## config.mk

```make
export PLATFORM = sky130hd
export DESIGN_NAME = demux_param
export DESIGN_NICKNAME = d
export VERILOG_FILES = /design/src/rtl/demux_param_pkg.sv /design/src/rtl/demux_param_lane.sv /design/src/rtl/demux_param.sv
export SDC_FILE = /design/constraint.sdc
export NUM_CORES = 1
export LEC_CHECK = 0
export ABC_CLOCK_PERIOD_IN_PS = 4750
export CAP_MARGIN = 5
export CORE_ASPECT_RATIO = 1.4
export CORE_MARGIN = 2
export CORE_UTILIZATION = 55
export DETAILED_ROUTE_END_ITERATION = 7
export PLACE_DENSITY = 0.85
export SYNTH_ARGS = -nofsm -noshare
export SYNTH_HDL_FRONTEND = slang
export SYNTH_SLANG_ARGS = --single-unit
```

## constraint.sdc

```tcl
create_clock -name clk -period 4.75 [get_ports clk]
set_input_delay 1.1875 -clock clk [delete_from_list [all_inputs] [get_ports clk]]
set_output_delay 1.1875 -clock clk [all_outputs]
set_load 0.02 [all_outputs]
```

## src/rtl/demux_param_pkg.sv

```systemverilog
// Shared types for the parameterised demultiplexer: payload types and lane state.
package MuxParam_pkg;

    // Operation codes; every 3-bit pattern is a legal member.
    typedef enum logic [2:0] {
        OP_NOP   = 3'd0,
        OP_LOAD  = 3'd1,
        OP_STORE = 3'd2,
        OP_ADD   = 3'd3,
        OP_SUB   = 3'd4,
        OP_AND   = 3'd5,
        OP_OR    = 3'd6,
        OP_XOR   = 3'd7
    } op_codes_e_t;

    // Memory control word carried as a structured payload.
    typedef struct packed {
        logic [1:0] cmd;
        logic [3:0] bank;
        logic [9:0] addr;
    } mem_ctl_st_t;

    // Occupancy of one 2-entry lane FIFO.
    typedef enum logic [1:0] {
        EMPTY = 2'd0,
        ONE   = 2'd1,
        FULL  = 2'd2
    } lane_state_e_t;

    // A lane presents a head whenever it holds at least one entry.
    function automatic logic lane_has_data(input lane_state_e_t st);
        logic has_s;
        case (st)
            ONE:     has_s = 1'b1;
            FULL:    has_s = 1'b1;
            EMPTY:   has_s = 1'b0;
            default: has_s = 1'b0;
        endcase
        return has_s;
    endfunction

endpackage

```

## src/rtl/demux_param_lane.sv

```systemverilog
// One output lane: 2-entry FIFO, occupancy state machine and pop counter.
// Outputs are decoded only from registers, so nothing upstream reaches them
// combinationally.
module demux_lane
    import MuxParam_pkg::*;
#(
    parameter type T     = op_codes_e_t,
    parameter int  CNT_W = 16
) (
    input  logic             clk,
    input  logic             rst,
    input  logic             push,
    input  T                 din,
    input  logic             out_ready,
    output T                 out_data,
    output logic             out_valid,
    output logic             full,
    output logic [CNT_W-1:0] out_count
);

    lane_state_e_t    state_r;
    lane_state_e_t    state_s;
    T                 head_r;
    T                 head_s;
    T                 tail_r;
    T                 tail_s;
    logic [CNT_W-1:0] count_r;
    logic             pop_s;

    assign out_valid = lane_has_data(state_r);
    assign full      = (state_r == FULL);
    assign out_data  = head_r;
    assign out_count = count_r;
    assign pop_s     = out_valid & out_ready;

    // Next occupancy and storage; a simultaneous push and pop in ONE replaces the head.
    always_comb begin
        state_s = state_r;
        head_s  = head_r;
        tail_s  = tail_r;
        case (state_r)
            EMPTY: begin
                if (push) begin
                    state_s = ONE;
                    head_s  = din;
                end else begin
                    state_s = EMPTY;
                end
            end
            ONE: begin
                if (push && pop_s) begin
                    state_s = ONE;
                    head_s  = din;
                end else if (push) begin
                    state_s = FULL;
                    tail_s  = din;
                end else if (pop_s) begin
                    state_s = EMPTY;
                end else begin
                    state_s = ONE;
                end
            end
            FULL: begin
                // A push cannot arrive here: in_ready is low while the lane is full.
                if (pop_s) begin
                    state_s = ONE;
                    head_s  = tail_r;
                end else begin
                    state_s = FULL;
                end
            end
            default: begin
                state_s = EMPTY;
            end
        endcase
    end

    // State, storage and delivery counter; reset clears everything and discards in-flight pops.
    always_ff @(posedge clk) begin
        if (rst) begin
            state_r <= EMPTY;
            head_r  <= T'('0);
            tail_r  <= T'('0);
            count_r <= {CNT_W{1'b0}};
        end else begin
            state_r <= state_s;
            head_r  <= head_s;
            tail_r  <= tail_s;
            if (pop_s) begin
                count_r <= count_r + CNT_W'(1);
            end else begin
                count_r <= count_r;
            end
        end
    end

endmodule

```

## src/rtl/demux_param.sv

```systemverilog
// Parameterised 1-to-N demultiplexer: each accepted payload is steered into
// the 2-entry FIFO of lane in_sel; every lane drains independently.
module demux_param
    import MuxParam_pkg::*;
#(
    parameter type T     = op_codes_e_t,
    parameter int  SEL   = 2,
    parameter int  CNT_W = 16,
    localparam int N     = 2 ** SEL
) (
    input  logic                    clk,
    input  logic                    rst,
    input  T                        in_data,
    input  logic [SEL-1:0]          in_sel,
    input  logic                    in_valid,
    output logic                    in_ready,
    output T [N-1:0]                out_data,
    output logic [N-1:0]            out_valid,
    input  logic [N-1:0]            out_ready,
    output logic [N-1:0][CNT_W-1:0] out_count
);

    logic [N-1:0] lane_full_s;
    logic [N-1:0] push_s;

    // Ready depends only on the addressed lane's registered occupancy, not on in_valid.
    assign in_ready = ~lane_full_s[in_sel];

    // Route an accepted transfer to exactly one lane.
    always_comb begin
        push_s = {N{1'b0}};
        if (in_valid && in_ready) begin
            push_s[in_sel] = 1'b1;
        end else begin
            push_s = {N{1'b0}};
        end
    end

    for (genvar g = 0; g < N; g++) begin : g_lane
        demux_lane #(
            .T     (T),
            .CNT_W (CNT_W)
        ) u_lane (
            .clk       (clk),
            .rst       (rst),
            .push      (push_s[g]),
            .din       (in_data),
            .out_ready (out_ready[g]),
            .out_data  (out_data[g]),
            .out_valid (out_valid[g]),
            .full      (lane_full_s[g]),
            .out_count (out_count[g])
        );
    end

endmodule
```

==> results of run 1 <==
-- cell type report --
cell class / count / area (sq um)
Tap cell: 102 / 128
Inverter: 22 / 82.6
Sequential cell: 96 / 1920
Clock inverter: 4 / 76.3
Timing Repair Buffer: 93 / 923
Fill cell: 613 / 2290
Multi-Input combinational cell: 374 / 2470
Clock buffer: 12 / 256
-- logic make-up (layout without fill, tap and decap cells) --
family,count (synthesis),count (layout),synth area share
flops,96,96,0.419
compound gates,65,65,0.0942
fa+ha+maj,26,26,0.0710
mux,17,17,0.0410
buf+inv,44,131,0.0418
simple gates,221,221,0.247
xor+xnor,45,45,0.0860
-- metrics by stage --
| step | hold WS, ns | total power [mW] |
|---|---|---|
| floorplan | 0.436 | 0.927 |
| global placement | 0.443 | 0.976 |
| detailed placement | 0.452 | 0.981 |
| CTS | 0.460 | 1.75 |
| global route | 0.481 | 1.81 |
| finish | 0.460 | 1.75 |
-- sequential cells by signal (all words and copies together), names as in the netlist --
signal / cells
g_lane.u_lane.out_count: 64
g_lane.u_lane.state_r: 8
g_lane.u_lane.tail_r: 12
g_lane.u_lane.out_data: 12
-- report_power, final --
part           switching [mW]  internal, mW  leakage [nW]
Sequential             0.0102         0.819         0.776
Clock                   0.293         0.491         0.159
Combinational          0.0766        0.0569          1.18
Total                   0.380          1.37          2.11
-- cells in the mapped netlist, types with 2 or more instances --
cell type / n / area share
dfxtp_1: 96 / 0.42
nor2_1: 64 / 0.052
nand2_1: 42 / 0.034
xor2_1: 31 / 0.059
a21oi_1: 26 / 0.028
ha_1: 26 / 0.071
nand3_1: 26 / 0.028
nand4_1: 24 / 0.033
inv_1: 22 / 0.018
o21ai_0: 14 / 0.015
xnor2_1: 14 / 0.027
and4_1: 13 / 0.025
clkbuf_1: 13 / 0.011
a211oi_1: 12 / 0.020
mux2i_1: 12 / 0.026
or3_1: 11 / 0.015
nor3_1: 10 / 0.011
and3_1: 6 / 0.0082
nor2b_1: 6 / 0.0082
nand2b_1: 5 / 0.0068
buf_4: 4 / 0.0066
mux2_2: 4 / 0.0098
a221oi_1: 3 / 0.0057
a222oi_1: 3 / 0.0066
buf_2: 3 / 0.0033
nand3b_1: 3 / 0.0049
nor4_1: 3 / 0.0041
nor3b_1: 2 / 0.0033
o2111a_1: 2 / 0.0049
-- worst max-delay path, delay by kind of cell --
family	cells	cell delay (ns)
multiplexers	1	0.52
buffers and inverters	3	1.25
-- layer usage --
metal  part of all wire  up-vias  wire [um]
met5                  0        -          0
met4             0.0082        0         85
met2               0.53      115       5460
li1                   -     1965          -
met1               0.41     1868       4260
met3              0.052        6        539
-- how the worst max path moves through the flow --
stage                          from        to  slack [ns]  cells after the start
after global routing      in_sel[0]  in_ready        0.51                      4
after floorplan           in_sel[0]  in_ready        1.76                      2
final                     in_sel[0]  in_ready        0.61                      4
after detailed placement  in_sel[0]  in_ready        0.60                      4
after global placement    in_sel[0]  in_ready        0.66                      4
after CTS                 in_sel[0]  in_ready        0.60                      4
==> flow_metrics.py, run 1 <==
metrics = {
    "cells_and_area": {
        "fin_util": 0.719,
        "finalNetCount": 634,
        "drive_above_1_share": 0.0416,
        "areaGrowthSynthToFinish_pct": 27.8,
        "layout.cells.most_common": "dfxtp_1",
        "diodes": 0,
        "finalNonFillerCells": 703,
        "fin_area_sq_um": 5860,
        "mostFrequentLayoutCells": "dfxtp_1 (96), clkdlybuf4s50_1 (91), nor2_1 (64), nand2_1 (42), xor2_1 (31)",
    },
    "floorplan": {
        "core.rowCount": 39,
        "dieWidth_um": 81.2,
        "ios": 93,
        "die_y_um": 112,
        "start_util": 0.562,
        "dieArea_sq_um": 9090,
        "core-area_sq_um": 8150,
    },
    "sta": {
        "hold_viol": 0,
        "rsz0062_at_grt": "no",
        "finalCritPeriodShare": 0.871,
        "finalClockSkew_ns": 0.00802,
        "setup_viol": 0,
        "worst_slack_ns": 0.614,
        "relSlewSlack": 0.324,
        "worst_slew_pin_slew_ns": 1.01,
        "setup_tns_ns": 0,
        "period_needed_ns": 4.14,
        "slew_violations": 0,
        "fmax_ghz": 0.242,
    },
    "setup_path": {
        "end_kind": "output port",
        "critPathSlowestCell": "clkdlybuf4s50_1",
        "required_ns": 3.56,
        "critPathArrivalTime_ns": 2.95,
        "r2r-start": "g_lane[0].u_lane.state_r[0]",
        "r2r_slack_ns": 2.11,
        "r2r_end": "g_lane[0].u_lane.out_data[0]",
        "max_stage_delay_ns": 0.60,
        "path_cells": "clkdlybuf4s50_1, mux4_2, inv_1, clkdlybuf4s50_1",
        "critPathKind": "input port to output port",
        "path_max_fanout": 6,
        "crit_path_frequent_cell": "clkdlybuf4s50_1",
        "start_kind": "input port",
        "worstRegToRegCells": 8,
    },
    "placed_design": {
        "portBuffers": 92,
        "hpwl_um": 7550,
        "dp_cells": 687,
        "dp_slack_ns": 0.604,
        "routabilityCongestion": 0.800,
        "placed_area_sq_um": 5530,
    },
    "drt": {
        "detail_route.vias_per_cell": 5.62,
        "num_vias": 3954,
        "wl_per_cell_um": 14.7,
        "drtIter0Drc": 220,
        "drt_pass1_iterations": 7,
        "ant_nets": 0,
        "drc": 0,
        "wl_um": 10300,
    },
    "power_and_ir_drop": {
        "p_per_area_nw_per_um2": 298,
        "power_leakage_nw": 2.11,
        "ir_worst_vdd_mv": 0.219,
    },
    "cts": {
        "cts_buffer_depth": 2,
        "cts_tree": "done",
        "cts_root_buffer": "clkbuf_16",
        "cts.repair.resized": 0,
        "cts_sinks": 96,
        "post_cts_buffers": 0,
        "postCtsHoldBufs": 0,
        "clkTransAtPathRegs_ns": 0.06,
        "htree_levels": 3,
        "cts_made_buffers": 9,
        "clock_latency_ns": 0.33,
    },
    "grt": {
        "grt_pass1_wl_um": 17100,
        "use_met2": 0.423,
        "grt_max_degree": 58,
        "use_met1": 0.275,
        "busiest_layer": "met2",
        "gr-total-overflow": 0,
        "grt_antenna_before_repair": 0,
        "grt_pass1_vias": 3764,
        "grt.met3_usage": 0.0466,
        "grt_use_total": 0.235,
    },
    "synth": {
        "synth_flop_cell": "dfxtp_1",
        "ys_warn_count": 0,
        "syn_nets": 552,
        "synthesis.area_sq_um": 4580,
        "syn_area_per_cell_sq_um": 8.92,
        "synth-seq-area-share": 0.419,
        "ys_types": 43,
        "synth_edf_count": 0,
        "ys_ff_latch": 96,
        "synthCells": 514,
        "synthArstFlopShare": 0,
    },
    "job": {
        "drv_cap": 0,
    },
    "worst_hold_path": {
        "hold_path_class": "flip-flop to flip-flop",
        "min_path_cells": 2,
        "min_from": "g_lane[1].u_lane.tail_r[0]",
        "whs_endpoint": "g_lane[1].u_lane.tail_r[0]",
    },
    "run_status": {
        "status": "completed",
    },
}
No activity file was read; power rests on OpenSTA's default activity.
==> run 2: changes to the inputs <==
--- a/config.mk
+++ b/config.mk
@@ -8,10 +8,11 @@
 export ABC_CLOCK_PERIOD_IN_PS = 4750
 export CAP_MARGIN = 5
 export CORE_ASPECT_RATIO = 1.4
-export CORE_MARGIN = 2
-export CORE_UTILIZATION = 55
+export CORE_MARGIN = 1
+export CORE_UTILIZATION = 56
 export DETAILED_ROUTE_END_ITERATION = 7
-export PLACE_DENSITY = 0.85
+export PLACE_DENSITY = 0.86
 export SYNTH_ARGS = -nofsm -noshare
 export SYNTH_HDL_FRONTEND = slang
+export SYNTH_HIERARCHICAL = 1
 export SYNTH_SLANG_ARGS = --single-unit
==> flow_metrics.py, run 2 <==
metrics = {
    "synth": {
        "yosys.area.top_type_share": 0.407,
        "syn_nets": 559,
        "ys_top_cells_by_area": "dfxtp_1 (41%), ha_1 (7.4%), nor2_1 (5.4%), xnor2_1 (4.5%), nand2_1 (3.6%)",
        "synthesis.area_sq_um": 4720,
        "synth_flop_cell": "dfxtp_1",
        "ys_warn_count": 6,
        "syn_area_per_cell_sq_um": 9.09,
        "synth_edf_count": 0,
        "synth.most_common_cell": "dfxtp_1",
        "ys_types": 32,
        "synth-seq-area-share": 0.407,
        "synthArstFlopShare": 0,
        "synth_area_leader_cell": "dfxtp_1",
        "ys_ff_latch": 96,
        "synth_common_cells": "dfxtp_1 (96), nor2_1 (68), nand2_1 (45)",
        "synthCells": 519,
    },
    "setup_path": {
        "required_ns": 3.56,
        "critPathArrivalTime_ns": 2.92,
        "end_kind": "output port",
        "r2r_slack_ns": 2.26,
        "path_max_fanout": 4,
        "worstRegToRegCells": 8,
        "r2r_end": "g_lane[0].u_lane/out_data[2]",
        "r2r-start": "g_lane[0].u_lane/state_r[0]",
        "start_kind": "input port",
        "critPathKind": "input port to output port",
    },
    "cells_and_area": {
        "layout.cells.most_common": "dfxtp_1",
        "largest_reg_flops": 64,
        "ff_latch_area_sq_um": 1920,
        "areaGrowthSynthToFinish_pct": 27.8,
        "multi_input_area_sq_um": 2660,
        "drive_above_1_share": 0.0654,
        "diodes": 0,
        "nFillCells": 596,
        "fin_area_sq_um": 6030,
        "finalNetCount": 647,
        "mostFrequentLayoutCells": "dfxtp_1 (96), clkdlybuf4s50_1 (91), nor2_1 (68), nand2_1 (45), nand3_1 (32)",
    },
    "power_and_ir_drop": {
        "power_leakage_nw": 2.27,
        "ir_worst_vdd_mv": 0.203,
        "p_per_area_nw_per_um2": 284,
    },
    "drt": {
        "wl_met1_um": 4180,
        "drc": 0,
        "drtIter0Drc": 239,
        "wl_met2_um": 5170,
        "detail_route.vias_per_cell": 5.53,
        "wl_per_cell_um": 14.0,
        "ant_nets": 0,
        "dr_wl_met3_um": 480,
        "wl_um": 9990,
        "num_vias": 3947,
        "drt_pass1_iterations": 4,
        "top_layer": "met4",
    },
    "worst_hold_path": {
        "hold_path_class": "flip-flop to flip-flop",
        "min_from": "g_lane[2].u_lane/tail_r[0]",
        "min_path_cells": 2,
        "whs_endpoint": "g_lane[2].u_lane/tail_r[0]",
    },
    "sta": {
        "rsz0062_at_grt": "no",
        "period_needed_ns": 4.11,
        "setup_viol": 0,
        "finalCritPeriodShare": 0.864,
        "finalClockSkew_ns": 0.00926,
        "slew_violations": 0,
        "setup_tns_ns": 0,
        "hold_viol": 0,
        "relSlewSlack": 0.374,
        "worst_slew_pin_slew_ns": 0.939,
        "fmax_ghz": 0.244,
    },
    "cts": {
        "cts_sinks": 96,
        "cts_made_buffers": 9,
        "postCtsHoldBufs": 0,
        "post_cts_buffers": 0,
        "htree_levels": 3,
        "clkTransAtPathRegs_ns": 0.06,
        "cts_root_buffer": "clkbuf_16",
        "cts.repair.resized": 0,
        "cts_buffer_depth": 2,
        "clock_latency_ns": 0.34,
        "cts_tree": "done",
    },
    "run_status": {
        "status": "completed",
    },
    "placed_design": {
        "portBuffers": 92,
        "placed_area_sq_um": 5710,
        "routabilityCongestion": 0.797,
        "hpwl_um": 7050,
    },
    "job": {
        "drv_cap": 0,
    },
    "floorplan": {
        "start_util": 0.579,
        "core.rowCount": 39,
        "die_y_um": 111,
        "dieWidth_um": 79.6,
        "core-area_sq_um": 8150,
        "dieArea_sq_um": 8800,
        "ios": 93,
    },
    "grt": {
        "grt_max_degree": 98,
        "grt_antenna_before_repair": 0,
        "grt_pass1_vias": 3696,
        "grt_use_total": 0.234,
        "grt_pass1_wl_um": 16500,
        "gr-total-overflow": 0,
    },
}
## run 2: cell types whose count changed after synthesis, moves of 9 or more
cell,previous run,this run
nand4_1,24,8
xor2_1,31,16
mux2_1,0,12
nand2b_1,5,16
nor3_1,10,21
or3_1,11,0
o21ai_0,14,4
xnor2_1,14,24
and4_1,13,4
## run 2: layout make-up
class	count	area share
sequential	96	0.319
clock buffer	12	0.0442
multi-input combinational	386	0.441
clock inverter	4	0.00851
timing repair buffer	93	0.154
inverter	21	0.0131
tap	102	0.0212
## run 2: worst max path at each step
stage | slack (ns) | cells after the start | to | startpoint
6_report | 0.64 | 4 | in_ready | in_sel[0]
5_1_grt | 0.59 | 4 | in_ready | in_sel[0]
4_1_cts | 0.65 | 4 | in_ready | in_sel[0]
3_5_place_dp | 0.66 | 4 | in_ready | in_sel[0]
3_3_place_gp | 0.67 | 4 | in_ready | in_sel[0]
2_1_floorplan | 1.76 | 2 | in_ready | in_sel[0]
## run 2: cell families after synthesis
| kind of cell | Yosys count | synth area share |
|---|---|---|
| buffers and inverters | 37 | 0.0294 |
| multiplexers | 25 | 0.0589 |
| AND/OR/NAND/NOR | 241 | 0.285 |
| adder cells (fa/ha/maj) | 28 | 0.0743 |
| flip-flops | 96 | 0.407 |
| XOR/XNOR | 40 | 0.0742 |
| AO/OA/AOI/OAI | 52 | 0.0711 |
## run 2: worst max-delay path, stage by stage
cell and delay (ns):
clkdlybuf4s50_1 0.54, mux4_2 0.51, inv_1 0.08, clkdlybuf4s50_1 0.60
## run 2: stage by stage
step | utilization | setup slack [ns] | std cells | power [mW] | hold slack (ns)
after floorplan | - | 1.76 | 519 | 0.926 | 0.436
after global placement | 0.701 | 0.671 | 698 | 0.976 | 0.442
after detailed placement | 0.701 | 0.656 | 698 | 0.982 | 0.450
after CTS | 0.740 | 0.646 | 714 | 1.73 | 0.459
after global routing | 0.740 | 0.592 | 714 | 1.78 | 0.474
final | 0.740 | 0.644 | 714 | 1.71 | 0.454
## run 2: power by group
| part | internal (mW) | leakage [nW] | switching [mW] |
|---|---|---|---|
| Clock | 0.451 | 0.155 | 0.298 |
| Sequential | 0.819 | 0.776 | 0.0106 |
| Combinational | 0.0564 | 1.34 | 0.0778 |
## run 2: per-layer routing
| layer | track usage | up-vias |
|---|---|---|
| met5 | 0 | - |
| li1 | - | 1977 |
| met3 | 0.0364 | 11 |
| met4 | 0.0982 | 0 |
| met2 | 0.409 | 95 |
| met1 | 0.278 | 1864 |
==> run 3: changes to the inputs <==
--- a/config.mk
+++ b/config.mk
@@ -6,7 +6,7 @@
 export NUM_CORES = 1
 export LEC_CHECK = 0
 export ABC_CLOCK_PERIOD_IN_PS = 4750
-export CAP_MARGIN = 5
+export CAP_MARGIN = 40
 export CORE_ASPECT_RATIO = 1.4
 export CORE_MARGIN = 1
 export CORE_UTILIZATION = 56
==> flow_metrics.py, run 3 (synthesis gave the netlist of run 2 again) <==
metrics = {
    "run_status": {
        "status": "completed",
    },
    "setup_path": {
        "start_kind": "input port",
        "cp-startpoint": "in_sel[0]",
        "critPathSlowestCell": "clkdlybuf4s50_1",
        "worstRegToRegCells": 8,
        "critPathArrivalTime_ns": 2.90,
        "r2r-start": "g_lane[0].u_lane/state_r[0]",
        "end_kind": "output port",
        "required_ns": 3.56,
        "cp_num_buf_inv": 3,
        "r2r_end": "g_lane[0].u_lane/out_data[1]",
        "crit_cells": 4,
        "max_stage_delay_ns": 0.59,
        "path_max_fanout": 4,
        "path_cells": "clkdlybuf4s50_1, mux4_2, inv_1, clkdlybuf4s50_1",
        "critPathKind": "input port to output port",
        "r2r_slack_ns": 2.29,
        "crit_path_frequent_cell": "clkdlybuf4s50_1",
        "cp_top_family": "buffers and inverters",
    },
    "sta": {
        "worst_slew_pin_slew_ns": 0.726,
        "hold_viol": 0,
        "finalCritPeriodShare": 0.860,
        "rsz0062_at_grt": "no",
        "slew_violations": 0,
        "period_needed_ns": 4.08,
        "setup_viol": 0,
        "finalClockSkew_ns": 0.00501,
        "setup_tns_ns": 0,
        "relSlewSlack": 0.509,
        "fmax_ghz": 0.245,
        "worst_slack_ns": 0.666,
    },
    "grt": {
        "grt_antenna_before_repair": 0,
        "grt_max_degree": 52,
        "grt_pass1_vias": 3716,
        "grt_pass1_wl_um": 16500,
        "gr-total-overflow": 0,
        "grt_use_total": 0.233,
    },
    "cts": {
        "cts_root_buffer": "clkbuf_16",
        "cts_tree": "done",
        "clkTransAtPathRegs_ns": 0.06,
        "cts_sinks": 96,
        "cts.repair.resized": 0,
        "postCtsHoldBufs": 0,
        "cts_made_buffers": 9,
        "cts_buffer_depth": 2,
        "clock_latency_ns": 0.33,
        "htree_levels": 3,
        "post_cts_buffers": 0,
    },
    "cells_and_area": {
        "diodes": 0,
        "mostFrequentLayoutCells": "dfxtp_1 (96), clkdlybuf4s50_1 (91), nor2_1 (68), nand2_1 (45), nand3_1 (32)",
        "largest_reg_flops": 64,
        "fin_util": 0.743,
        "layout.cells.most_common": "dfxtp_1",
        "areaGrowthSynthToFinish_pct": 28.2,
        "finalNetCount": 648,
        "nFillCells": 594,
        "drive_above_1_share": 0.0653,
    },
    "drt": {
        "ant_nets": 0,
        "wl_per_cell_um": 13.7,
        "drc": 0,
        "detail_route.vias_per_cell": 5.48,
        "drtIter0Drc": 201,
        "wl_um": 9810,
        "drt_pass1_iterations": 4,
        "num_vias": 3918,
    },
    "worst_hold_path": {
        "min_from": "g_lane[2].u_lane/tail_r[0]",
        "hold_path_class": "flip-flop to flip-flop",
        "whs_endpoint": "g_lane[2].u_lane/tail_r[0]",
        "min_path_cells": 2,
    },
    "power_and_ir_drop": {
        "p_per_area_nw_per_um2": 284,
        "clkPwrFrac": 0.438,
        "power_leakage_nw": 2.29,
        "p_comb_frac": 0.079,
        "internal_power_mw": 1.34,
        "p_seq_frac": 0.483,
        "ir_worst_vdd_mv": 0.210,
        "swShare": 0.219,
        "p_switching_mw": 0.377,
    },
    "placed_design": {
        "portBuffers": 92,
        "hpwl_um": 7130,
        "dp_slack_ns": 0.657,
        "routabilityCongestion": 0.797,
    },
    "floorplan": {
        "dieWidth_um": 79.6,
        "start_util": 0.579,
        "die_y_um": 111,
        "dieArea_sq_um": 8800,
        "core.rowCount": 39,
        "core-area_sq_um": 8150,
        "ios": 93,
    },
    "job": {
        "drv_cap": 0,
    },
}
[run 3: cell count changes in the layout (fill, tap and decap cells not counted)]
cell / before / now
clkbuf_8: 3 / 4
clkinv_4: 1 / 0
clkbuf_1: 0 / 1
buf_12: 0 / 1
clkinvlp_4: 1 / 0
[run 3: power by group through the flow]
stage | clock [mW] | sequential [mW] | combinational [mW]
floorplan | 0 | 0.859 | 0.0669
global placement | 0 | 0.847 | 0.129
detailed placement | 0 | 0.848 | 0.136
CTS | 0.773 | 0.830 | 0.137
global route | 0.805 | 0.831 | 0.149
finish | 0.753 | 0.830 | 0.136
[run 3: cell type report]
class                   count  area [sq um]  share of cell area
inverters                  21          78.8              0.0130
clock buffers              14           284              0.0469
flip-flops and latches     96          1920               0.318
multi-input cells         386          2660               0.439
clock inverters             2          35.0             0.00579
well taps                 102           128              0.0211
repair buffers             94           946               0.156
[run 3: worst min-delay path: stages (launching register included)]
cell and delay [ns]:
dfxtp_1 0.31, nand2_1 0.05, a21oi_1 0.05
[run 3: through the flow]
stage               hold slack [ns]  instance area (sq um)  power, mW  instances
finish                        0.459                   6050       1.72        715
global route                  0.474                   6050       1.78        715
CTS                           0.461                   6050       1.74        715
detailed placement            0.452                   5730      0.984        699
global placement              0.442                   5710      0.976        698
floorplan                     0.436                   4720      0.926        519
[run 3: worst max path at each step]
stage / end / slack, ns
after floorplan: in_ready / 1.76
after global placement: in_ready / 0.67
after detailed placement: in_ready / 0.66
after CTS: in_ready / 0.66
after global routing: in_ready / 0.61
final: in_ready / 0.67
[run 3: layer usage]
metal,vias up,share of wire,track usage
met2,92,0.50,0.400
met4,0,0.015,0.0921
met1,1837,0.43,0.279
li1,1978,-,-
met3,11,0.049,0.0479
met5,-,0,0
